==> config.mk <==
export PLATFORM = sky130hd
export DESIGN_NAME = dmem_arbiter
export DESIGN_NICKNAME = d
export VERILOG_FILES = /design/src/rtl/dmem_arb_pkg.sv /design/src/rtl/dmem_arb_rdpipe.sv /design/src/rtl/dmem_arbiter.sv
export SDC_FILE = /design/constraint.sdc
export NUM_CORES = 1
export LEC_CHECK = 0
export ABC_AREA = 1
export CORE_AREA = 5 5 114 116
export CTS_BUF_LIST = sky130_fd_sc_hd__clkbuf_4 sky130_fd_sc_hd__clkbuf_8 sky130_fd_sc_hd__clkbuf_16
export DETAILED_ROUTE_END_ITERATION = 10
export DIE_AREA = 0 0 119 121
export GPL_TIMING_DRIVEN = 0
export SYNTH_ARGS = -nofsm -noshare
export SYNTH_HDL_FRONTEND = slang
export SYNTH_HIERARCHICAL = 1
export SYNTH_SLANG_ARGS = --single-unit
==> constraint.sdc <==
create_clock -name clk_i -period 2.1 [get_ports clk_i]
set_input_delay 0.315 -clock clk_i [delete_from_list [all_inputs] [get_ports clk_i]]
set_output_delay 0.315 -clock clk_i [all_outputs]
set_load 0.03 [all_outputs]
==> src/rtl/dmem_arb_pkg.sv <==
// Shared types and constants for the data-memory arbiter.
// The read-return pipeline carries one rd_tag_t per stage, naming which
// requester owns the read data that the memory returns at the pipeline tail.
package dmem_arb_pkg;

    // Requester identifier: port 0 is the CPU load/store path, port 1 the loader/DMA.
    typedef logic port_id_t;

    localparam port_id_t PORT_CPU = 1'b0;
    localparam port_id_t PORT_DMA = 1'b1;

    // One in-flight read: valid marks a real read, port names its owner.
    typedef struct packed {
        logic     valid;
        port_id_t port;
    } rd_tag_t;

    // Deepest memory read latency the return pipeline supports.
    localparam int unsigned MAX_READ_LAT = 4;

    // Empty pipeline stage.
    localparam rd_tag_t RD_TAG_IDLE = '{valid: 1'b0, port: PORT_CPU};

    // Round-robin choice for a contested cycle: the port that did not win last.
    function automatic port_id_t rr_winner(input port_id_t last_gnt);
        return (last_gnt == PORT_CPU) ? PORT_DMA : PORT_CPU;
    endfunction

endpackage

==> src/rtl/dmem_arb_rdpipe.sv <==
// Read-return tracker for the data-memory arbiter.
// A DEPTH-stage shift register of rd_tag_t; a tag entering in cycle t reaches
// the tail in cycle t + DEPTH, lined up with the memory's read data.
// Synchronous clear drops every tracked read.
module dmem_arb_rdpipe
    import dmem_arb_pkg::*;
#(
    parameter int unsigned DEPTH = 1
) (
    input  logic    clk_i,
    input  logic    clr_i,
    input  rd_tag_t tag_i,
    output rd_tag_t tag_o
);

    rd_tag_t stage_q [DEPTH];

    // Advance every tag one stage per cycle; clear empties all stages.
    always_ff @(posedge clk_i) begin
        if (clr_i) begin
            for (int unsigned i = 0; i < DEPTH; i++) begin
                stage_q[i] <= RD_TAG_IDLE;
            end
        end else begin
            stage_q[0] <= tag_i;
            for (int unsigned i = 1; i < DEPTH; i++) begin
                stage_q[i] <= stage_q[i-1];
            end
        end
    end

    assign tag_o = stage_q[DEPTH-1];

endmodule

==> src/rtl/dmem_arbiter.sv <==
// Two-port arbiter in front of the single-port data memory.
// Port 0 is the CPU load/store path, port 1 the loader/DMA master.
// Grants are combinational same-cycle accepts, at most one per cycle; read
// data returns to its owner READ_LAT cycles after the grant.
// Optional build macro DMEM_ARB_CPU_PRIORITY_EN: when defined, port 0 always
// wins a contested cycle; otherwise contested cycles alternate round-robin.
module dmem_arbiter
    import dmem_arb_pkg::*;
#(
    parameter int unsigned ADDR_WIDTH = 32,
    parameter int unsigned DATA_WIDTH = 32,
    parameter int unsigned READ_LAT   = 1
) (
    input  logic                  clk_i,
    input  logic                  rst_i,

    input  logic                  req0_i,
    input  logic                  we0_i,
    input  logic [ADDR_WIDTH-1:0] addr0_i,
    input  logic [DATA_WIDTH-1:0] wdata0_i,
    output logic                  gnt0_o,
    output logic                  rvalid0_o,
    output logic [DATA_WIDTH-1:0] rdata0_o,

    input  logic                  req1_i,
    input  logic                  we1_i,
    input  logic [ADDR_WIDTH-1:0] addr1_i,
    input  logic [DATA_WIDTH-1:0] wdata1_i,
    output logic                  gnt1_o,
    output logic                  rvalid1_o,
    output logic [DATA_WIDTH-1:0] rdata1_o,

    output logic [ADDR_WIDTH-1:0] mem_addr_o,
    output logic [DATA_WIDTH-1:0] mem_wdata_o,
    output logic                  mem_we_o,
    output logic                  mem_re_o,
    input  logic [DATA_WIDTH-1:0] mem_rdata_i,

    output logic                  cpu_stall_o
);

    if (READ_LAT == 0 || READ_LAT > MAX_READ_LAT) begin : g_bad_read_lat
        $error("dmem_arbiter: READ_LAT must be in 1..%0d", MAX_READ_LAT);
    end

    // High for the cycle following reset.
    logic     rst_q;
    // Port granted on the most recent grant of any kind.
    port_id_t last_gnt_q;

    // Grants, strobes and returns are all suppressed while in reset and for
    // one cycle after it, so the memory sees a clean quiet cycle.
    logic     blank;

    logic     gnt_valid;
    port_id_t gnt_port;
    port_id_t contested_winner;
    logic     sel_we;

    rd_tag_t  rd_tag_in;
    rd_tag_t  rd_tag_out;

    assign blank = rst_i | rst_q;

`ifdef DMEM_ARB_CPU_PRIORITY_EN
    // Fixed priority: the CPU always wins; last_gnt_q is tracked but unused here.
    assign contested_winner = PORT_CPU;
`else
    assign contested_winner = rr_winner(last_gnt_q);
`endif

    // Track the post-reset blank cycle and the last granted port.
    always_ff @(posedge clk_i) begin
        if (rst_i) begin
            rst_q      <= 1'b1;
            last_gnt_q <= PORT_DMA;
        end else begin
            rst_q <= 1'b0;
            if (gnt_valid) begin
                last_gnt_q <= gnt_port;
            end
        end
    end

    // Pick at most one winner among the requesting ports.
    always_comb begin
        gnt_valid = 1'b0;
        gnt_port  = PORT_CPU;
        if (!blank) begin
            unique case ({req1_i, req0_i})
                2'b01: begin
                    gnt_valid = 1'b1;
                    gnt_port  = PORT_CPU;
                end
                2'b10: begin
                    gnt_valid = 1'b1;
                    gnt_port  = PORT_DMA;
                end
                2'b11: begin
                    gnt_valid = 1'b1;
                    gnt_port  = contested_winner;
                end
                default: begin
                    gnt_valid = 1'b0;
                    gnt_port  = PORT_CPU;
                end
            endcase
        end
    end

    // Route the granted port's request to the memory; port 0 drives when idle.
    always_comb begin
        if (gnt_port == PORT_DMA) begin
            mem_addr_o  = addr1_i;
            mem_wdata_o = wdata1_i;
            sel_we      = we1_i;
        end else begin
            mem_addr_o  = addr0_i;
            mem_wdata_o = wdata0_i;
            sel_we      = we0_i;
        end
        mem_we_o = gnt_valid & sel_we;
        mem_re_o = gnt_valid & ~sel_we;
    end

    // Per-port grant and stall flags.
    always_comb begin
        gnt0_o      = gnt_valid & (gnt_port == PORT_CPU);
        gnt1_o      = gnt_valid & (gnt_port == PORT_DMA);
        cpu_stall_o = ~blank & req0_i & ~gnt0_o;
    end

    // Tag every read grant with its owner as it enters the return pipeline.
    always_comb begin
        rd_tag_in       = RD_TAG_IDLE;
        rd_tag_in.valid = mem_re_o;
        rd_tag_in.port  = gnt_port;
    end

    dmem_arb_rdpipe #(
        .DEPTH (READ_LAT)
    ) u_rdpipe (
        .clk_i (clk_i),
        .clr_i (rst_i),
        .tag_i (rd_tag_in),
        .tag_o (rd_tag_out)
    );

    // Steer returning read data to its owner; zero on the other port.
    always_comb begin
        rvalid0_o = ~blank & rd_tag_out.valid & (rd_tag_out.port == PORT_CPU);
        rvalid1_o = ~blank & rd_tag_out.valid & (rd_tag_out.port == PORT_DMA);
        rdata0_o  = rvalid0_o ? mem_rdata_i : '0;
        rdata1_o  = rvalid1_o ? mem_rdata_i : '0;
    end

endmodule
==> reports/results.txt, run 1 <==
Vias per cell: 3.85
MaxCap Viol Count: 0
Pwr per Cell Area: 275 mW/mm²
Setup-failing EPs final: 0
1st-iter DRT viols: 98
NetSw: 0.454 mW
CTS tree: yes
Worst setup slack after placement: -907 ps
Area leader, netlist: nand2_1
Net count after synthesis: 509
Root buffer cell: clkbuf_16
Nets: 818
Initial core utilization: 0.121
Post-synthesis adder-cell area fraction: 0
Via count: 3066
DR DRC count: 0
Most frequent cell after synthesis: nand2_1
TritonCTS Buffers: 3
Slew headroom: 0.774
Dominant synthesized flop cell: dfxtp_1
FP Rows: 40
Width of the die: 119 µm
Logic pwr share: 0.683
Commonest cells post-synth: 199 x nand2_1, 70 x nor2_1, 41 x inv_1, 9 x clkbuf_1, 6 x buf_6
Post-synthesis xor/xnor area fraction: 0
Synth warnings: 6
DP Area: 0.00462 mm²
Slew @ Worst Pin: 336 ps
FFs w/ async S/R, synth: 0
Min cycle time layout: 2010 ps
RSZ-0062 raised after global routing: true
Die Area: 0.0144 mm²
Status: completed
CP max FO: 10
CP Capture Type: primary output
Vias in the first global route: 3156
Startpoint Class: input pin
LEAKAGE: 2.43 nW
GPL Wtd Cong: 0.860
CTS max path bufs: 2
Io pins: 301
Number of flops mapped to enable cells by yosys: 0
Skew final: 3.26 ps
Synthesized flop and latch total: 4
Fin area: 0.00433 mm²
IO buf count: 300
Post-Syn Area per Cell: 4.18 µm²
Power consumption: 1.19 mW
Initial antenna violation count: 0
CP cell instances: dlygate4sd2_1 -> nor2_4 -> nand3_2 -> buf_2 -> nor2_1 -> clkdlybuf4s15_2
Crit path arrival time: 1700 ps
Total gr overflow: 0
N_diodes: 0
Max incr delay on CP: 330 ps
Post-synthesis mux area share: 0
Clk network pwr share: 0.248
Compound-Gate Fraction of Synth Area: 0.00873
Clock Latency Late Sink: 230 ps
WL final: 10.7 mm
Final Cycle Share: 0.958
Die Ht: 121 µm
First-pass GRT wire length: 16.0 mm
DPL Wire Length: 9.51 mm
Synth Instances: 343
Worst Path Class, Setup: input pin to primary output
Slowest-stage cell, CP: clkdlybuf4s15_2
Htree depth: 1
Synth top area share: 0.521
TritonRoute pass-1 iters: 4
Slew Viols, Final: 0
Worst min-delay path category: input pin to register
FMAX: 0.497 GHz
P&R area growth vs syn: 202%
Antenna-violating nets left: 0
Power Internal: 0.738 mW
Critical path data required time: 1780 ps
Wire per inst: 13.5 µm
Hold Fails Final Rpt: 0
GRT Total Usage: 0.137
Syn Std Cell Area: 0.00143 mm²
Share of cells above drive strength 1: 0.242
TritonCTS Sinks: 4
Worst vdd ir: 0.180 mV
Post-Synth Simple-Gate Area: 0.737
Sequential fraction of the synthesis area: 0.0559
Post-synth cell types: 15
Top cells by area, synth: nand2_1 52%, nor2_1 18%, inv_1 11%
Post-route setup slack: 87.6 ps
Core footprint: 0.0118 mm²
Largest family of logic cells by synthesized area: simple AND/OR/NAND/NOR gates
Hold_buf cts: 0
Sequential share of power: 0.069
Largest net degree at the start of global routing: 11
Clk pin slew, worst setup/hold paths: 30 ps
Switching share of total power: 0.381
critical path, delay by kind of cell:
| kind | cells | cell delay (ps) |
|---|---|---|
| AND/OR/NAND/NOR | 3 | 520 |
| buffers and inverters | 3 | 860 |
state kept, by name, indices dropped and copies added (netlist names):
name	count
rst_q	1
last_gnt_q	1
u_rdpipe/stage_q	2
cell families (layout without fill, tap and decap cells):
| family | Yosys count | in the layout |
|---|---|---|
| AND/OR/NAND/NOR | 275 | 275 |
| AO/OA/AOI/OAI | 2 | 2 |
| buffers and inverters | 62 | 369 |
| flip-flops | 4 | 4 |
placed cells by master (no fill, tap or decap), drive strengths merged:
master	count
clkdlybuf4s15	29
dfxtp	4
nor2	71
nand3b	1
nand2	199
dlygate4sd2	11
inv	42
buf	97
clkdlybuf4s18	1
clkdlybuf4s50	163
nand4	2
o211ai	1
clkbuf	26
nand3	2
o21ai	1
repair_timing:
action / 4_1_cts / 5_1_grt
pin swaps: 3 / 2
setup endpoints to repair: 135 / 120
gates resized for setup: 495 / 84
setup buffers: 2 / 2
per-layer routing:
layer / global-route usage / routed length (µm) / vias up
met5: 0 / 0 / -
met4: 0.0239 / 133 / 0
met3: 0.0508 / 1130 / 10
met2: 0.272 / 5700 / 181
met1: 0.136 / 3770 / 1275
li1: - / - / 1600
power groups by stage:
stage / registers (mW) / logic, mW / clock network, mW
after global placement: 0.0825 / 0.885 / 0
after detailed placement: 0.0825 / 0.889 / 0
after CTS: 0.0819 / 0.823 / 0.299
after global routing: 0.0823 / 0.874 / 0.309
after floorplan: 0.0823 / 0.345 / 0
final: 0.0821 / 0.814 / 0.296
area by class of cell:
class | instances | area (µm²)
sequential | 4 | 80.1
clock buffer | 3 | 75.1
timing repair buffer | 304 | 2590
multi-input combinational | 277 | 1090
buffer | 20 | 155
fill | 1307 | 7480
tap | 147 | 184
inverter | 42 | 158
stage by stage:
step	TNS [ps]	utilization	cells	hold WS (ps)
3_5_place_dp	-91410	0.391	790	462
5_1_grt	0	0.366	797	485
3_3_place_gp	-85630	0.391	790	463
2_1_floorplan	0	-	343	343
4_1_cts	0	0.385	795	481
6_report	0	0.366	797	477
path summary, 6_finish.rpt:
| check | start | endpoint | slack [ps] | depth (start not counted) |
|---|---|---|---|---|
| worst max-delay path | rst_i | rdata1_o[4] | 90 | 6 |
| worst min-delay path | rst_i | rst_q | 480 | 1 |
| worst max register to register | rst_q | u_rdpipe/stage_q[0][1] | 800 | 7 |
| worst min register to register | last_gnt_q | last_gnt_q | 500 | 2 |
Power figures use the tool's default switching activity.
==> run 2: changes to the inputs <==
--- a/config.mk
+++ b/config.mk
@@ -15,3 +15,4 @@
 export SYNTH_HDL_FRONTEND = slang
 export SYNTH_HIERARCHICAL = 1
 export SYNTH_SLANG_ARGS = --single-unit
+export TNS_END_PERCENT = 100
==> results of run 2 <==
Final layout, timing and power as in run 1 (identical DEF).
==> run 3: changes to the inputs <==
--- a/config.mk
+++ b/config.mk
@@ -10,7 +10,6 @@
 export CTS_BUF_LIST = sky130_fd_sc_hd__clkbuf_4 sky130_fd_sc_hd__clkbuf_8 sky130_fd_sc_hd__clkbuf_16
 export DETAILED_ROUTE_END_ITERATION = 10
 export DIE_AREA = 0 0 119 121
-export GPL_TIMING_DRIVEN = 0
 export SYNTH_ARGS = -nofsm -noshare
 export SYNTH_HDL_FRONTEND = slang
 export SYNTH_HIERARCHICAL = 1
==> reports/results.txt, run 3 (synthesis gave the netlist of run 1 again) <==
Status: completed (unchanged)
Die Area: 0.0144 mm² (unchanged)
Via count: 3084 (was 3066)
P&R area growth vs syn: 221% (was 202%)
Root buffer cell: clkbuf_16 (unchanged)
TritonRoute pass-1 iters: 4 (unchanged)
TritonCTS Sinks: 4 (unchanged)
Fin Setup TNS: 0 ps (unchanged)
CTS max path bufs: 2 (unchanged)
RSZ-0062 raised after global routing: false (was true)
Worst Reg-to-Reg Cells: 9 (was 7)
Crit path arrival time: 1710 ps (was 1700 ps)
Worst min-delay path category: input pin to register (unchanged)
Power Internal: 0.796 mW (was 0.738 mW)
Io pins: 301 (unchanged)
NetSw: 0.463 mW (was 0.454 mW)
Die Ht: 121 µm (unchanged)
Vias per cell: 3.88 (was 3.85)
FF/Latch Area: 80.1 µm² (unchanged)
TritonCTS Buffers: 3 (unchanged)
Hold Crit Start: rst_i (unchanged)
Largest net degree at the start of global routing: 59 (was 11)
FMAX: 0.493 GHz (was 0.497 GHz)
DR DRC count: 0 (unchanged)
Antenna-violating nets left: 0 (unchanged)
Worst vdd ir: 0.174 mV (was 0.180 mV)
DPL Wire Length: 8.77 mm (was 9.51 mm)
Most frequent cells in the layout: 199 x nand2_1, 163 x clkdlybuf4s50_1, 143 x buf_4 (was 198 x nand2_1, 163 x clkdlybuf4s50_1, 79 x buf_2)
First-pass GRT wire length: 14.9 mm (was 16.0 mm)
Vias in the first global route: 2940 (was 3156)
MaxCap Viol Count: 0 (unchanged)
Wire per inst: 13.4 µm (was 13.5 µm)
Footprint of the multi-input gates: 0.00108 mm² (was 0.00109 mm²)
Logic pwr share: 0.699 (was 0.683)
Hold_ws: 415 ps (was 477 ps)
Commonest non-fill, non-tap cell in the layout: nand2_1 (unchanged)
Fill cells: 1242 (was 1307)
CP max FO: 23 (was 10)
LEAKAGE: 2.56 nW (was 2.43 nW)
R2r setup slk: 820 ps (was 800 ps)
Largest regs: u_rdpipe/stage_q: 2 flops, last_gnt_q: 1 flops, rst_q: 1 flops (unchanged)
DP Area: 0.00438 mm² (was 0.00462 mm²)
Core footprint: 0.0118 mm² (unchanged)
Htree depth: 1 (unchanged)
N_diodes: 0 (unchanged)
Setup-failing EPs final: 0 (unchanged)
Biggest register: u_rdpipe/stage_q (unchanged)
Sequential share of power: 0.065 (was 0.069)
Worst r2r src: rst_q (unchanged)
GPL Wtd Cong: 0.879 (was 0.860)
CP Capture Type: primary output (unchanged)
Share of cells above drive strength 1: 0.256 (was 0.242)
Total gr overflow: 0 (unchanged)
Slew Viols, Final: 0 (unchanged)
CTS tree: yes (unchanged)
Nets: 816 (was 818)
Final Cycle Share: 0.966 (was 0.958)
Skew final: 0.311 ps (was 3.26 ps)
Initial antenna violation count: 0 (unchanged)
1st-iter DRT viols: 70 (was 98)
FP Rows: 40 (unchanged)
Layout Utilization: 0.390 (was 0.366)
Clk pin slew, worst setup/hold paths: 30 ps (about the same)
Hold Fails Final Rpt: 0 (unchanged)
Worst hold path depth: 2 (was 1)
GRT Total Usage: 0.124 (was 0.137)
Slew @ Worst Pin: 288 ps (was 336 ps)
Switching share of total power: 0.368 (was 0.381)
WL final: 10.6 mm (was 10.7 mm)
Clock Latency Late Sink: 220 ps (was 230 ps)
Worst Hold End: rst_q (unchanged)
Min cycle time layout: 2030 ps (was 2010 ps)
Number of flip-flops under the largest register name: 2 (unchanged)
Fin area: 0.00460 mm² (was 0.00433 mm²)
Slew headroom: 0.806 (was 0.774)
Initial core utilization: 0.121 (unchanged)
Width of the die: 119 µm (unchanged)
Critical path data required time: 1780 ps (about the same)
IO buf count: 300 (unchanged)
Startpoint Class: input pin (unchanged)
Worst Path Class, Setup: input pin to primary output (unchanged)
Hold_buf cts: 0 (unchanged)
Clk network pwr share: 0.236 (was 0.248)
Pwr per Cell Area: 274 mW/mm² (was 275 mW/mm²)
Worst R2R End: u_rdpipe/stage_q[0][1] (unchanged)
run 3: how the worst max path moves through the flow:
| stage | from | slack [ps] | to |
|---|---|---|---|
| finish | req0_i | 70 | mem_addr_o[13] |
| CTS | rst_i | 9 | mem_addr_o[11] |
| global route | req0_i | 4 | mem_re_o |
| floorplan | rst_q | 40 | rdata0_o[10] |
| global placement | rst_i | 1 | mem_re_o |
| detailed placement | rst_i | -20 | mem_addr_o[11] |
run 3: per-stage QoR:
step	total power, mW	setup WS [ps]	instances
after detailed placement	0.945	-20.5	785
after global placement	0.942	1.29	785
after global routing	1.32	4.12	795
after floorplan	0.427	43.2	343
after CTS	1.25	9.44	788
final	1.26	72.4	795
run 3: worst max-delay path, stage by stage:
cell and delay [ps]:
clkdlybuf4s50_1 440, nand2_1 170, nand3_4 140, buf_12 170, buf_12 150, nand2_1 90, nand2_1 70, buf_4 160
run 3: timing repair:
item / 4_1_cts / 5_1_grt
setup endpoints to repair: 19 / 79
gates resized for setup: 1 / 10
pin swaps: 0 / 2
setup buffers: 0 / 3
endpoints found under the hold margin: 0 / 0
cloned: 0 / 4
run 3: final cells by class:
type,instances,area share
tap,147,0.0400
multi-input combinational,277,0.235
clock buffer,3,0.0163
inverter,42,0.0353
timing repair buffer,322,0.656
sequential,4,0.0174
run 3: power by group through the flow:
| stage | sequential, mW | clock [mW] | combinational [mW] |
|---|---|---|---|
| after floorplan | 0.0823 | 0 | 0.345 |
| after global placement | 0.0826 | 0 | 0.859 |
| after detailed placement | 0.0828 | 0 | 0.862 |
| after CTS | 0.0818 | 0.304 | 0.867 |
| after global routing | 0.0819 | 0.305 | 0.937 |
| final | 0.0819 | 0.297 | 0.880 |
run 3: per-layer routing:
| layer | vias to the layer above | wire length, µm | track usage |
|---|---|---|---|
| li1 | 1589 | - | - |
| met4 | 0 | 121 | 0.0297 |
| met3 | 8 | 1100 | 0.0392 |
| met5 | - | 0 | 0 |
| met1 | 1305 | 3640 | 0.119 |
| met2 | 182 | 5760 | 0.253 |
==> variant: new RTL, flow settings as in run 1 <==
Set the parameter `ADDR_WIDTH` to 16 (it was 32).
--- a/src/rtl/dmem_arbiter.sv
+++ b/src/rtl/dmem_arbiter.sv
@@ -7,7 +7,7 @@
 module dmem_arbiter
     import dmem_arb_pkg::*;
 #(
-    parameter int unsigned ADDR_WIDTH = 32,
+    parameter int unsigned ADDR_WIDTH = 16,
     parameter int unsigned DATA_WIDTH = 32,
     parameter int unsigned READ_LAT   = 1
 ) (
Ports: changed (resized addr0_i, addr1_i and mem_addr_o); port bits go from 301 to 253. No check against the original RTL was run, so the function may have changed too.
==> variant against run 1 <==
- worst setup slack lost 0.0054 ns
- via count fell by 13%
- largest cell class unchanged
- critical path type is now reg -> out
- power is 12% lower
- routed wire length is 12% lower
- cell area down 7.6%
- combinational power down 17%
- cell count fell by 13%
- area after synthesis down 14%
- sequential cell count is the same
==> variant: results (changes against run 1) <==
placed inst area 3940 um^2 (was 4620 um^2); WL final 9430 um (was 10,700 um); Final nets 684 (was 818); CP Max Fanout 5 (was 10); Tot GR Track Use 12.0% (was 13.7%); via/cell ratio 3.82 (was 3.85); cell count after synthesis 291 (was 343); worst vdd ir 0.151 mV (was 0.180 mV); crit path max-delay cell type dlygate4sd2_1 (was clkdlybuf4s15_2); I/O Buffers 252 (was 300); Initial DRC Count 68 (was 98); pre-CTS setup slack -0.839 ns (was -0.907 ns); outcome finished, final reports clean (unchanged); Synth top cells by count 151 x nand2_1, 70 x nor2_1, 41 x inv_1 (was 199 x nand2_1, 70 x nor2_1, 41 x inv_1); global-route wire length before repair 14,000 um (was 16,000 um); largest net degree at the start of global routing 11 (unchanged); Synthesized Nets 425 (was 509); CP max stage delay 0.46 ns (was 0.33 ns); Detailed Place HPWL 8330 um (was 9510 um); share of layout cells above drive strength 1 24.8% (was 24.2%); Seq/Total Area, Yosys 6.51% (was 5.59%); clk_lat worst skew 0.22 ns; P_leak 2.05 nW (was 2.43 nW); relative slew slack 76.2% (was 77.4%); Setup Skew 0.000852 ns (was 0.00326 ns); number of global-route vias before repair 2,831 (was 3,156); Netlist cell types 16 (was 15); Area contributors post-synth nand2_1 46%, nor2_1 21%, inv_1 13% (was nand2_1 52%, nor2_1 18%, inv_1 11%)
variant: changes by cell type after synthesis:
cell             run 1  this run
buf_4                0         2
buf_6                6         3
clkbuf_1             9         6
nand2_1            199       151
nand3_2              1         0
nand3_4              0         1
variant: power breakdown:
group | switching, W | internal [W] | total, W
combinational | 0.000321 | 0.000352 | 0.000673
sequential | 0.00000237 | 0.0000798 | 0.0000822
clock | 0.0000542 | 0.000243 | 0.000298
variant: path summary, 6_finish.rpt:
check,start,end,slack [ns],depth (start not counted)
worst max-delay path,rst_q$_DFF_P_,mem_re_o,0.08,5
worst min register to register,last_gnt_q$_SDFFE_PP1P_,last_gnt_q$_SDFFE_PP1P_,0.51,2
worst min-delay path,rst_i,rst_q$_DFF_P_,0.30,1
worst max register to register,rst_q$_DFF_P_,u_rdpipe/stage_q[0][1]$_SDFF_PP0_,0.87,6
variant: logic make-up after synthesis:
logic type,after synthesis,share of synthesized area (%)
DFF,4,6.51
AOI/OAI and AO/OA,2,1.02
buffers and inverters,58,20.6
and+or+nand+nor,227,71.8
variant: timing repair:
action                                  CTS  global route
gates resized for setup                 357            31
endpoints found under the setup margin  119            88
cloned                                    0             1
pin swaps                                 1             2
buffers inserted                          1             0
variant: cell type report:
type                            count  area (um^2)
Buffer                             16          115
Tap cell                          147          184
Fill cell                        1273         7820
Inverter                           42          160
Multi-Input combinational cell    230          916
Sequential cell                     4         80.1
Clock buffer                        3         75.1
Timing Repair Buffer              253         2470
variant: per-layer routing:
layer	global-route usage, %	part of all wire, %	up-vias
met5	0	0	-
met4	2.24	0.91	0
met3	5.64	13	6
met2	23.6	50	190
met1	11.4	36	1113
li1	-	-	1344
